**src/rtl/hub75_pkg.sv**
```systemverilog
// Shared types for the HUB75 receiver and the matrix-driver bench.
package hub75_pkg;

    localparam int unsigned RGB_W = 6;

    typedef enum logic [0:0] {
        ST_IDLE,
        ST_STREAM
    } rx_state_t;

    // Bit order on the connector: {r1, g1, b1, r2, g2, b2}
    typedef struct packed {
        logic r1;
        logic g1;
        logic b1;
        logic r2;
        logic g2;
        logic b2;
    } hub_rgb_t;

endpackage

```
**src/rtl/hub75_rx_if.sv**
```systemverilog
// Pixel stream leaving the receiver: valid/ready handshake plus column, row and colour.
interface hub75_rx_if #(
    parameter int unsigned COL_BITS   = 7,
    parameter int unsigned MUX_LENGTH = 4
);

    logic                        pix_valid;
    logic                        pix_ready;
    logic [COL_BITS-1:0]         pix_col;
    logic [MUX_LENGTH-1:0]       pix_row;
    logic [hub75_pkg::RGB_W-1:0] pix_rgb;

    modport master (output pix_valid, output pix_col, output pix_row, output pix_rgb,
                    input pix_ready);
    modport slave  (input pix_valid, input pix_col, input pix_row, input pix_rgb,
                    output pix_ready);

endinterface

```
**src/rtl/hub75_sync.sv**
```systemverilog
// Two-flop synchronizer plus one history flop, with edge outputs taken from the
// synchronised level (s2) against its one-cycle-old copy (s3).
module hub75_sync #(
    parameter int unsigned WIDTH = 1
) (
    input  logic             clk,
    input  logic             rst,
    input  logic [WIDTH-1:0] d,
    output logic [WIDTH-1:0] q,
    output logic [WIDTH-1:0] rise,
    output logic [WIDTH-1:0] fall
);

    logic [WIDTH-1:0] s1, s2, s3;

    // Synchronizer chain; kept running regardless of the receiver enable
    always_ff @(posedge clk) begin
        if (rst) begin
            s1 <= '0;
            s2 <= '0;
            s3 <= '0;
        end else begin
            s1 <= d;
            s2 <= s1;
            s3 <= s2;
        end
    end

    assign q    = s2;
    assign rise = s2 & ~s3;
    assign fall = ~s2 & s3;

endmodule

```
**src/rtl/hub75_rx.sv**
```systemverilog
// HUB75 panel-side receiver: rebuilds latched rows from the panel pins and streams them
// out as pixels, and optionally measures each OE-low display window.
// Optional feature macro: HUB75_RX_OE_TIMER_EN (OE window timer and on_* outputs).
module hub75_rx
    import hub75_pkg::*;
#(
    parameter int unsigned MATRIX_WIDTH      = 64,
    parameter int unsigned MUX_LENGTH        = 4,
    parameter int unsigned COL_BITS          = 7,
    parameter int unsigned WAIT_COUNT_LENGTH = 18
) (
    input  logic                         clk,
    input  logic                         rst,
    input  logic                         enable,
    input  logic                         hub_clk,
    input  logic                         hub_lat,
    input  logic                         hub_oe,
    input  logic [MUX_LENGTH-1:0]        hub_addr,
    input  logic [RGB_W-1:0]             hub_rgb,
    hub75_rx_if.master                   pix,
    output logic                         row_len_err,
    output logic                         row_drop,
    output logic                         on_valid,
    output logic [MUX_LENGTH-1:0]        on_addr,
    output logic [WAIT_COUNT_LENGTH-1:0] on_count
);

    localparam int unsigned DATA_W = MUX_LENGTH + RGB_W;
    localparam int unsigned IDX_W  = $clog2(MATRIX_WIDTH);
    localparam logic [COL_BITS-1:0] COL_FULL = COL_BITS'(MATRIX_WIDTH);
    localparam logic [COL_BITS-1:0] COL_OVER = COL_BITS'(MATRIX_WIDTH + 1);
    localparam logic [COL_BITS-1:0] COL_LAST = COL_BITS'(MATRIX_WIDTH - 1);

    // Control lines: bit 0 = hub_clk, bit 1 = hub_lat, bit 2 = hub_oe
    logic [2:0]        ctrl_q, ctrl_rise, ctrl_fall;
    logic [DATA_W-1:0] data_q, unused_data_rise, unused_data_fall;
    logic              unused_ctrl;

    hub75_sync #(.WIDTH(3)) u_sync_ctrl (
        .clk  (clk),
        .rst  (rst),
        .d    ({hub_oe, hub_lat, hub_clk}),
        .q    (ctrl_q),
        .rise (ctrl_rise),
        .fall (ctrl_fall)
    );

    // Same depth as the control path, so data/address line up with the detected edge
    hub75_sync #(.WIDTH(DATA_W)) u_sync_data (
        .clk  (clk),
        .rst  (rst),
        .d    ({hub_addr, hub_rgb}),
        .q    (data_q),
        .rise (unused_data_rise),
        .fall (unused_data_fall)
    );

    logic                  clk_rise, lat_rise;
    logic [MUX_LENGTH-1:0] addr_s;
    logic [RGB_W-1:0]      rgb_s;

    assign clk_rise = enable & ctrl_rise[0];
    assign lat_rise = enable & ctrl_rise[1];
    assign addr_s   = data_q[DATA_W-1:RGB_W];
    assign rgb_s    = data_q[RGB_W-1:0];

    logic [COL_BITS-1:0] col_cnt_q;
    logic [RGB_W-1:0]    shift_buf [MATRIX_WIDTH];
    logic [RGB_W-1:0]    row_buf   [MATRIX_WIDTH];
    logic [IDX_W-1:0]    wr_idx;

    // A shift clock coincident with the latch belongs to the next row, so it lands in slot 0
    assign wr_idx = lat_rise ? '0 : col_cnt_q[IDX_W-1:0];

    // Column counter: saturates one past the row width so over-long rows are still flagged
    always_ff @(posedge clk) begin
        if (rst || !enable) begin
            col_cnt_q <= '0;
        end else if (lat_rise) begin
            col_cnt_q <= clk_rise ? COL_BITS'(1) : '0;
        end else if (clk_rise && col_cnt_q != COL_OVER) begin
            col_cnt_q <= col_cnt_q + COL_BITS'(1);
        end
    end

    // Shift buffer write; pixels beyond the row width are discarded
    always_ff @(posedge clk) begin
        if (!rst && clk_rise && (lat_rise || col_cnt_q < COL_FULL)) begin
            shift_buf[wr_idx] <= rgb_s;
        end
    end

    rx_state_t             state_q, state_d;
    logic [COL_BITS-1:0]   idx_q, idx_d;
    logic [MUX_LENGTH-1:0] row_addr_q;
    logic                  streaming, handshake, last_beat, accept, err_d, drop_d;

    assign streaming = (state_q == ST_STREAM);
    assign handshake = streaming & pix.pix_ready;
    assign last_beat = handshake & (idx_q == COL_LAST);

    // Streamer next state; a latch landing on the final handshake starts the next row
    always_comb begin
        state_d = state_q;
        idx_d   = idx_q;
        accept  = 1'b0;
        err_d   = 1'b0;
        drop_d  = 1'b0;
        unique case (state_q)
            ST_IDLE: ;
            ST_STREAM: begin
                if (handshake) begin
                    idx_d = idx_q + COL_BITS'(1);
                    if (last_beat) begin
                        state_d = ST_IDLE;
                    end
                end
            end
        endcase
        if (lat_rise) begin
            err_d = (col_cnt_q != COL_FULL);
            if (!streaming || last_beat) begin
                accept  = 1'b1;
                state_d = ST_STREAM;
                idx_d   = '0;
            end else begin
                drop_d = 1'b1;
            end
        end
        if (!enable) begin
            state_d = ST_IDLE;
            idx_d   = '0;
            accept  = 1'b0;
            err_d   = 1'b0;
            drop_d  = 1'b0;
        end
    end

    // Streamer state, row address and status pulses
    always_ff @(posedge clk) begin
        if (rst) begin
            state_q     <= ST_IDLE;
            idx_q       <= '0;
            row_addr_q  <= '0;
            row_len_err <= 1'b0;
            row_drop    <= 1'b0;
        end else begin
            state_q     <= state_d;
            idx_q       <= idx_d;
            row_len_err <= err_d;
            row_drop    <= drop_d;
            if (accept) begin
                row_addr_q <= addr_s;
            end
        end
    end

    // Row buffer snapshot on an accepted latch
    always_ff @(posedge clk) begin
        if (accept) begin
            row_buf <= shift_buf;
        end
    end

    assign pix.pix_valid = streaming;
    assign pix.pix_col   = streaming ? idx_q : '0;
    assign pix.pix_row   = streaming ? row_addr_q : '0;
    assign pix.pix_rgb   = streaming ? row_buf[idx_q[IDX_W-1:0]] : '0;

`ifdef HUB75_RX_OE_TIMER_EN
    logic                         in_win_q;
    logic [WAIT_COUNT_LENGTH-1:0] win_cnt_q;

    // OE window timer; only windows whose falling edge was seen are reported, which hides
    // the apparent low-to-high OE transition right after reset
    always_ff @(posedge clk) begin
        if (rst) begin
            in_win_q  <= 1'b0;
            win_cnt_q <= '0;
            on_valid  <= 1'b0;
            on_addr   <= '0;
            on_count  <= '0;
        end else if (!enable) begin
            in_win_q  <= 1'b0;
            win_cnt_q <= '0;
            on_valid  <= 1'b0;
        end else begin
            on_valid <= 1'b0;
            if (ctrl_fall[2]) begin
                in_win_q  <= 1'b1;
                win_cnt_q <= WAIT_COUNT_LENGTH'(1);
            end else if (ctrl_rise[2]) begin
                in_win_q <= 1'b0;
                if (in_win_q) begin
                    on_valid <= 1'b1;
                    on_count <= win_cnt_q;
                    on_addr  <= addr_s;
                end
            end else if (in_win_q && win_cnt_q != '1) begin
                win_cnt_q <= win_cnt_q + WAIT_COUNT_LENGTH'(1);
            end
        end
    end

    assign unused_ctrl = ^{ctrl_q, ctrl_fall[1:0]};
`else
    assign on_valid    = 1'b0;
    assign on_addr     = '0;
    assign on_count    = '0;
    assign unused_ctrl = ^{ctrl_q, ctrl_fall, ctrl_rise[2]};
`endif

endmodule
```
**src/flat_wrapper.sv**
```systemverilog
// flat-port wrapper written by rule: the top's interface ports become plain ports
module hub75_rx_flat import hub75_pkg::*;
#(
    parameter int unsigned MATRIX_WIDTH      = 64,
    parameter int unsigned MUX_LENGTH        = 4,
    parameter int unsigned COL_BITS          = 7,
    parameter int unsigned WAIT_COUNT_LENGTH = 18
)
  (clk, rst, enable, hub_clk, hub_lat, hub_oe, hub_addr, hub_rgb, row_len_err, row_drop, on_valid, on_addr, on_count, pix_pix_valid, pix_pix_col, pix_pix_row, pix_pix_rgb, pix_pix_ready);
  hub75_rx_if #(.COL_BITS(COL_BITS), .MUX_LENGTH(MUX_LENGTH)) pix_i ();
  input  logic clk;
  input  logic rst;
  input  logic enable;
  input  logic hub_clk;
  input  logic hub_lat;
  input  logic hub_oe;
  input  logic [MUX_LENGTH-1:0] hub_addr;
  input  logic [RGB_W-1:0] hub_rgb;
  output logic row_len_err;
  output logic row_drop;
  output logic on_valid;
  output logic [MUX_LENGTH-1:0] on_addr;
  output logic [WAIT_COUNT_LENGTH-1:0] on_count;
  output wire logic [$bits(pix_i.pix_valid)-1:0] pix_pix_valid;
  output wire logic [$bits(pix_i.pix_col)-1:0] pix_pix_col;
  output wire logic [$bits(pix_i.pix_row)-1:0] pix_pix_row;
  output wire logic [$bits(pix_i.pix_rgb)-1:0] pix_pix_rgb;
  input wire logic [$bits(pix_i.pix_ready)-1:0] pix_pix_ready;
  assign pix_pix_valid = pix_i.pix_valid;
  assign pix_pix_col = pix_i.pix_col;
  assign pix_pix_row = pix_i.pix_row;
  assign pix_pix_rgb = pix_i.pix_rgb;
  assign pix_i.pix_ready = pix_pix_ready;
  hub75_rx #(.MATRIX_WIDTH(MATRIX_WIDTH), .MUX_LENGTH(MUX_LENGTH), .COL_BITS(COL_BITS), .WAIT_COUNT_LENGTH(WAIT_COUNT_LENGTH)) u_core (.clk(clk), .rst(rst), .enable(enable), .hub_clk(hub_clk), .hub_lat(hub_lat), .hub_oe(hub_oe), .hub_addr(hub_addr), .hub_rgb(hub_rgb), .pix(pix_i), .row_len_err(row_len_err), .row_drop(row_drop), .on_valid(on_valid), .on_addr(on_addr), .on_count(on_count));
endmodule
```
**config.mk**
```make
export PLATFORM = sky130hd
export DESIGN_NAME = hub75_rx_flat
export DESIGN_NICKNAME = d
export VERILOG_FILES = /design/src/rtl/hub75_pkg.sv /design/src/rtl/hub75_rx_if.sv /design/src/rtl/hub75_sync.sv /design/src/rtl/hub75_rx.sv /design/src/flat_wrapper.sv
export SDC_FILE = /design/constraint.sdc
export NUM_CORES = 1
export LEC_CHECK = 0
export BUFFER_PORTS_ARGS = -buffer_cell sky130_fd_sc_hd__buf_2
export CAP_MARGIN = 25
export CORE_MARGIN = 2
export CORE_UTILIZATION = 45
export CTS_CLUSTER_SIZE = 20
export DETAILED_ROUTE_END_ITERATION = 16
export RECOVER_POWER = 100
export SLEW_MARGIN = 20
export SYNTH_ARGS = -nofsm -noshare
export SYNTH_HDL_FRONTEND = slang
export SYNTH_SLANG_ARGS = --single-unit
```
**constraint.sdc**
```tcl
create_clock -name clk -period 10.7 [get_ports clk]
set_input_delay 0.535 -clock clk [delete_from_list [all_inputs] [get_ports clk]]
set_output_delay 0.535 -clock clk [all_outputs]
set_load 0.005 [all_outputs]
```
* Word-level counts from Yosys, hierarchy flattened
Index checks and enable logic that the tools add are counted.
Storage, ports and cells: bits in latches 0, memory bits (writable) 0, memories 0, logic and storage cells 197, input bits 17, ROM bits 0, flip-flop bits (word level) 815, output and inout bits 43
Cells by class: $lt $le $gt $ge 4, mux-type cells 26, shift operators 0, reduce and logical (&&, ||, !) cells 13, multipliers 0, equal/unequal tests 3, bitwise operators 10, div/mod/pow operators 0, add/sub/neg operators 2
Operators with widths (number):
- $bwmux 384 | 1
- $mux 7 | 7
- $bmux 6 s6 | 1
- $demux 6 s6 | 1
- $mux 6 | 5
- $add 7x1->7 const B | 2
- $ge 7x7->1 const B | 2
- $ne 7x7->1 const B | 2
- $not 6->7 | 2
- $mux 1 | 10
- $eq 7x6->1 const B | 1
- $lt 7x1->1 const B | 1
- $lt 7x7->1 const B | 1
- $and 1x1->1 | 4
- $logic_and 1x1->1 | 4
- $mux 4 | 1
- $logic_not 1->1 | 3
- $logic_or 1x1->1 | 3
- $reduce_or 3->1 | 1
- $and 2x2->2 | 1
- $not 1->1 | 2
- $not 2->2 | 1
- $reduce_bool 2->1 | 1
- $reduce_or 2->1 | 1

* Depth between registers and ports, before layout
word-level depth 10, mapped depth 9, depth with buffers taken out 6

* Cells and area by module
From an unflattened synthesis, not the netlist that was laid out.
Unflattened totals: cell total of the unflattened synthesis 1433, area total of the unflattened synthesis 29171.7 um2
By module, submodules not included:
- hub75_rx | cells an instance 1326, sequential area each 23482.5 um2, times used 1, area an instance 27890.5 um2
- hub75_sync (u_core.u_sync_data) | cells an instance 83, sequential area each 600.6 um2, times used 1, area an instance 1007.2 um2
- hub75_sync (u_core.u_sync_ctrl) | cells an instance 24, sequential area each 180.2 um2, times used 1, area an instance 274.0 um2

* Least setup slack after synthesis
No wires, ideal clock.
path type input-to-reg, start in pix_pix_ready, end reg u_core.row_buf[0] in the netlist's numbering, enable pin, path buffers 0, slack 1.265 ns, library setup time 0.732 ns, stages 4, required time 9.968 ns, arrival 8.703 ns, path through nand3_1 o41ai_2 nand2_1 inv_1
Between the ends: word-level cells in the longest chain between the ends 6
RTL lines:
- start: declaration | line flat_wrapper.sv:28 | input wire logic [$bits(pix_i.pix_ready)-1:0] pix_pix_ready;
- $and 1x1->1 | line hub75_rx.sv:99 | assign handshake = streaming & pix.pix_ready;
- $and 1x1->1 | line hub75_rx.sv:100 | assign last_beat = handshake & (idx_q == COL_LAST);
- $logic_or 1x1->1 | line hub75_rx.sv:122 | if (!streaming || last_beat) begin
- $mux 1 | line hub75_rx.sv:122
- $mux 1 | line hub75_rx.sv:120 | if (lat_rise) begin
- $mux 1 | line hub75_rx.sv:130 | if (!enable) begin
- net u_core.accept | line hub75_rx.sv:96 | logic streaming, handshake, last_beat, accept, err_d, drop_d;
- end signal: assignment | line hub75_rx.sv:161 | row_buf <= shift_buf;
- end: declaration | line hub75_rx.sv:69 | logic [RGB_W-1:0] row_buf [MATRIX_WIDTH];
The timed path passes the listed nets, and every way through them passes these cells. A chain may end at the register's enable or synchronous reset.

* Worst setup path in the final report
start reg u_core.idx_q[1], end out pix_pix_rgb[5]
Between the ends: word-level cells in the longest chain between the ends 5
RTL lines:
- start: declaration | line hub75_rx.sv:94 | logic [COL_BITS-1:0] idx_q, idx_d;
- start signal: assignment | line hub75_rx.sv:149 | idx_q <= idx_d;
- $not 6->7 (implied by the code) | line hub75_rx.sv:168 | assign pix.pix_rgb = streaming ? row_buf[idx_q[IDX_W-1:0]] : '0;
- $bmux 6 s6 | line hub75_rx.sv:168
- $mux 6 (implied by the code) (2 in series) | line hub75_rx.sv:168
- $mux 6 | line hub75_rx.sv:168
- end: declaration | line flat_wrapper.sv:27 | output wire logic [$bits(pix_i.pix_rgb)-1:0] pix_pix_rgb;
Every way passes these cells. The select of a mux whose other input is x is not followed.

==> flow_metrics.py <==
metrics = {
    "worst_setup_path": {
        "crit_chain": "clkbuf_1, nor2_1, a22oi_1, nand3_1, a21oi_1, a32o_1, clkbuf_1",
        "arrival_ns": 5.48,
        "crit_required_ns": 10.17,
        "crit_fanout": 39,
        "endpoint_kind": "primary output",
        "critPathSlowestCell": "clkbuf_1",
        "critPathLaunchType": "flop",
        "cp_slowest_stage_delay_ns": 2.03,
        "critPathKind": "reg -> out",
        "cp_common_cell": "clkbuf_1",
    },
    "floorplanning": {
        "coreArea_um2": 62900,
        "die_area_um2": 65500,
        "initial_core_util_pct": 45.4,
        "die_x_um": 256,
        "rows": 92,
        "die_h_um": 256,
        "io_pins": 60,
    },
    "synthesis": {
        "synth_edf_count": 768,
        "syn-cell-area_um2": 28500,
        "postSynthCellCount": 1371,
        "ys_seq_area_share_pct": 84.1,
        "postSynthAreaPerCell_um2": 20.8,
        "synth_cell_type_count": 43,
        "synth-main-ff-cell": "edfxtp_1",
        "ys_async_sr_fraction_pct": 0,
        "ys_ff_latch": 815,
        "ys_warn_count": 0,
    },
    "global_route": {
        "grt_pass1_vias": 12600,
        "antenna_found_initial": 1,
        "grt_pass1_wl_mm": 77.9,
        "globalRouteOverflowTotal": 0,
        "track_usage_pct": 16.2,
        "grt_max_degree": 203,
    },
    "run_status": {
        "outcome": "complete, but fails checks",
        "violations": "max-capacitance violations, max-slew violations",
    },
    "timing": {
        "rsz0062_at_grt": "no",
        "fin_worst_skew_ns": 0.0265,
        "min_period_ns": 6.01,
        "hold_viol": 0,
        "fin_crit_sh_pct": 56.2,
        "finalSetupTns_ns": 0,
        "slew_viol_final": 495,
        "worst_slew_pin_slew_ns": 3.50,
        "setup_violations": 0,
        "fmax_ghz": 0.166,
        "slew_headroom_pct": -133,
    },
    "clock_tree": {
        "ctsHoldBuffers": 0,
        "cts_sinks": 815,
        "htreeDepth": 3,
        "ctsResizeCount": 0,
        "cts_root_buffer": "clkbuf_16",
        "path_clk_slew_ns": 0.06,
        "tritoncts.num_buffers": 81,
        "clk_latency_ns": 0.62,
        "cts_tree": "built",
        "cts_setup_buffers": 0,
        "clock_path_buffers": 3,
    },
    "routing": {
        "dr.pass1.iters": 5,
        "drcViolationCount": 0,
        "routed_wl_mm": 52.4,
        "routedWlPerCell_um": 22.2,
        "vias_per_cell": 5.16,
        "route.vias.total": 12200,
        "ant_nets": 0,
        "drt_iter0_markers": 975,
    },
    "place": {
        "io_buffer_count": 35,
        "gp_congestion": 0.783,
        "dp_hpwl_mm": 30.0,
    },
    "run": {
        "maxCapViolations": 10,
    },
    "pwr": {
        "finalPower_mw": 6.35,
        "vdd_drop_max_mv": 0.129,
        "leakagePower_nw": 9.91,
        "p_per_area_nw_per_um2": 197,
    },
    "final_layout": {
        "fin_nets": 1477,
        "area_growth_syn_to_layout_pct": 12.6,
        "insertedDiodeCount": 0,
        "layout-drive-gt1-share_pct": 14.2,
    },
    "min_path": {
        "hold_path_class": "in -> reg",
    },
}
area by class of cell:
| cell class | instances | area, um2 |
|---|---|---|
| Clock inverter | 33 | 340 |
| Timing Repair Buffer | 54 | 348 |
| Multi-Input combinational cell | 499 | 4110 |
| Clock buffer | 111 | 2270 |
| Tap cell | 846 | 1060 |
| Inverter | 5 | 26.3 |
| Fill cell | 5002 | 30700 |
| Sequential cell | 815 | 24000 |
stage by stage:
stage	utilization, %	cell area (um2)	std cells	hold WS (ns)	setup WS [ns]
3_3_place_gp	47.0	29500	2215	0.400	6.60
6_report	51.2	32200	2363	0.120	4.69
4_1_cts	51.2	32200	2362	0.0770	6.07
2_1_floorplan	-	28600	1393	0.400	1.27
5_1_grt	51.2	32200	2363	0.120	4.27
3_5_place_dp	47.1	29600	2218	0.405	6.54
path summary, 6_finish.rpt:
| check | to | cells after the start | slack [ns] | start |
|---|---|---|---|---|
| setup / recovery | pix_pix_rgb[5] | 7 | 4.69 | u_core.idx_q[1]$_SDFF_PP0_ |
| hold reg to reg | u_core.row_buf[120]$_DFFE_PP_ | 0 | 0.41 | u_core.shift_buf[120]$_DFFE_PP_ |
| hold / removal | u_core.u_sync_ctrl.s1[0]$_SDFF_PP0_ | 2 | 0.12 | hub_clk |
| setup reg to reg | u_core.row_buf[207]$_DFFE_PP_ | 7 | 5.29 | u_core.idx_q[0]$_SDFF_PP0_ |
layer usage:
metal / share of wire, % / GRT usage, % / vias up
li1: - / - / 5557
met1: 43 / 21.8 / 6237
met2: 49 / 26.6 / 315
met3: 6.2 / 2.94 / 75
met4: 2.0 / 5.60 / 2
met5: 0.013 / 0 / -
kinds of logic (layout without fill, tap and decap cells):
group | count (synthesis) | after routing | synth area share, %
flops | 815 | 815 | 84.1
other cells | 1 | 23 | 0.0131
mux | 154 | 154 | 7.77
compound gates | 106 | 106 | 2.52
fa+ha+maj | 4 | 4 | 0.175
simple gates | 200 | 200 | 3.30
xor+xnor | 12 | 12 | 0.368
buf+inv | 79 | 203 | 1.78
worst max-delay path, delay by kind of cell (launching register included):
family	cells	cell delay (ns)
AOI/OAI and AO/OA	3	0.92
buffers and inverters	2	2.17
and+or+nand+nor	2	0.63
DFF	1	1.10
Yosys cell counts, types with 9 or more instances:
library cell	number	area share, %
o221ai_1	12	0.37
edfxtp_1	768	81
mux2i_1	100	3.5
nand2_1	30	0.39
mux4_2	54	4.3
clkbuf_1	21	0.28
o22ai_1	12	0.26
nor2_1	89	1.2
dfxtp_1	47	3.3
a211oi_1	13	0.34
nor2b_1	32	0.70
o21ai_1	12	0.21
a21oi_1	28	0.49
nand3_1	15	0.26
and2_1	12	0.26
buf_4	28	0.74
buf_2	9	0.16
placed cells by master, fill, tap and decap left out, types with 11 or more instances in the layout:
cell type / Yosys / layout
a211oi_1: 13 / 13
a21oi_1: 28 / 28
buf_2: 9 / 28
clkbuf_1: 21 / 35
clkbuf_16: 0 / 85
clkinv_2: 0 / 15
conb_1: 1 / 23
dfxtp_1: 47 / 43
edfxtp_1: 768 / 768
mux2i_1: 100 / 100
mux4_2: 54 / 54
nand2_1: 30 / 30
nand3_1: 15 / 15
nor2_1: 89 / 89
nor2b_1: 32 / 32
o21ai_1: 12 / 11
o221ai_1: 12 / 12
o22ai_1: 12 / 12
power breakdown:
group | internal [mW] | switching [mW] | leakage [nW]
registers | 3.50 | 0.0101 | 7.41
clock network | 1.65 | 1.11 | 1.28
logic | 0.0181 | 0.0533 | 1.22
total | 5.17 | 1.18 | 9.91
sequential cells by signal (all words and copies together), names as in the netlist:
register               count
u_core.row_buf           384
u_core.u_sync_data.s1     10
u_core.row_addr_q          4
u_core.col_cnt_q           7
u_core.shift_buf         384
u_core.u_sync_ctrl.s1      2
u_core.idx_q               7
u_core.row_drop            1
u_core.u_sync_ctrl.q       2
u_core.pix.pix_valid       1
u_core.u_sync_data.q      10
u_core.u_sync_ctrl.s3      2
u_core.row_len_err         1
Power figures use the tool's default switching activity.
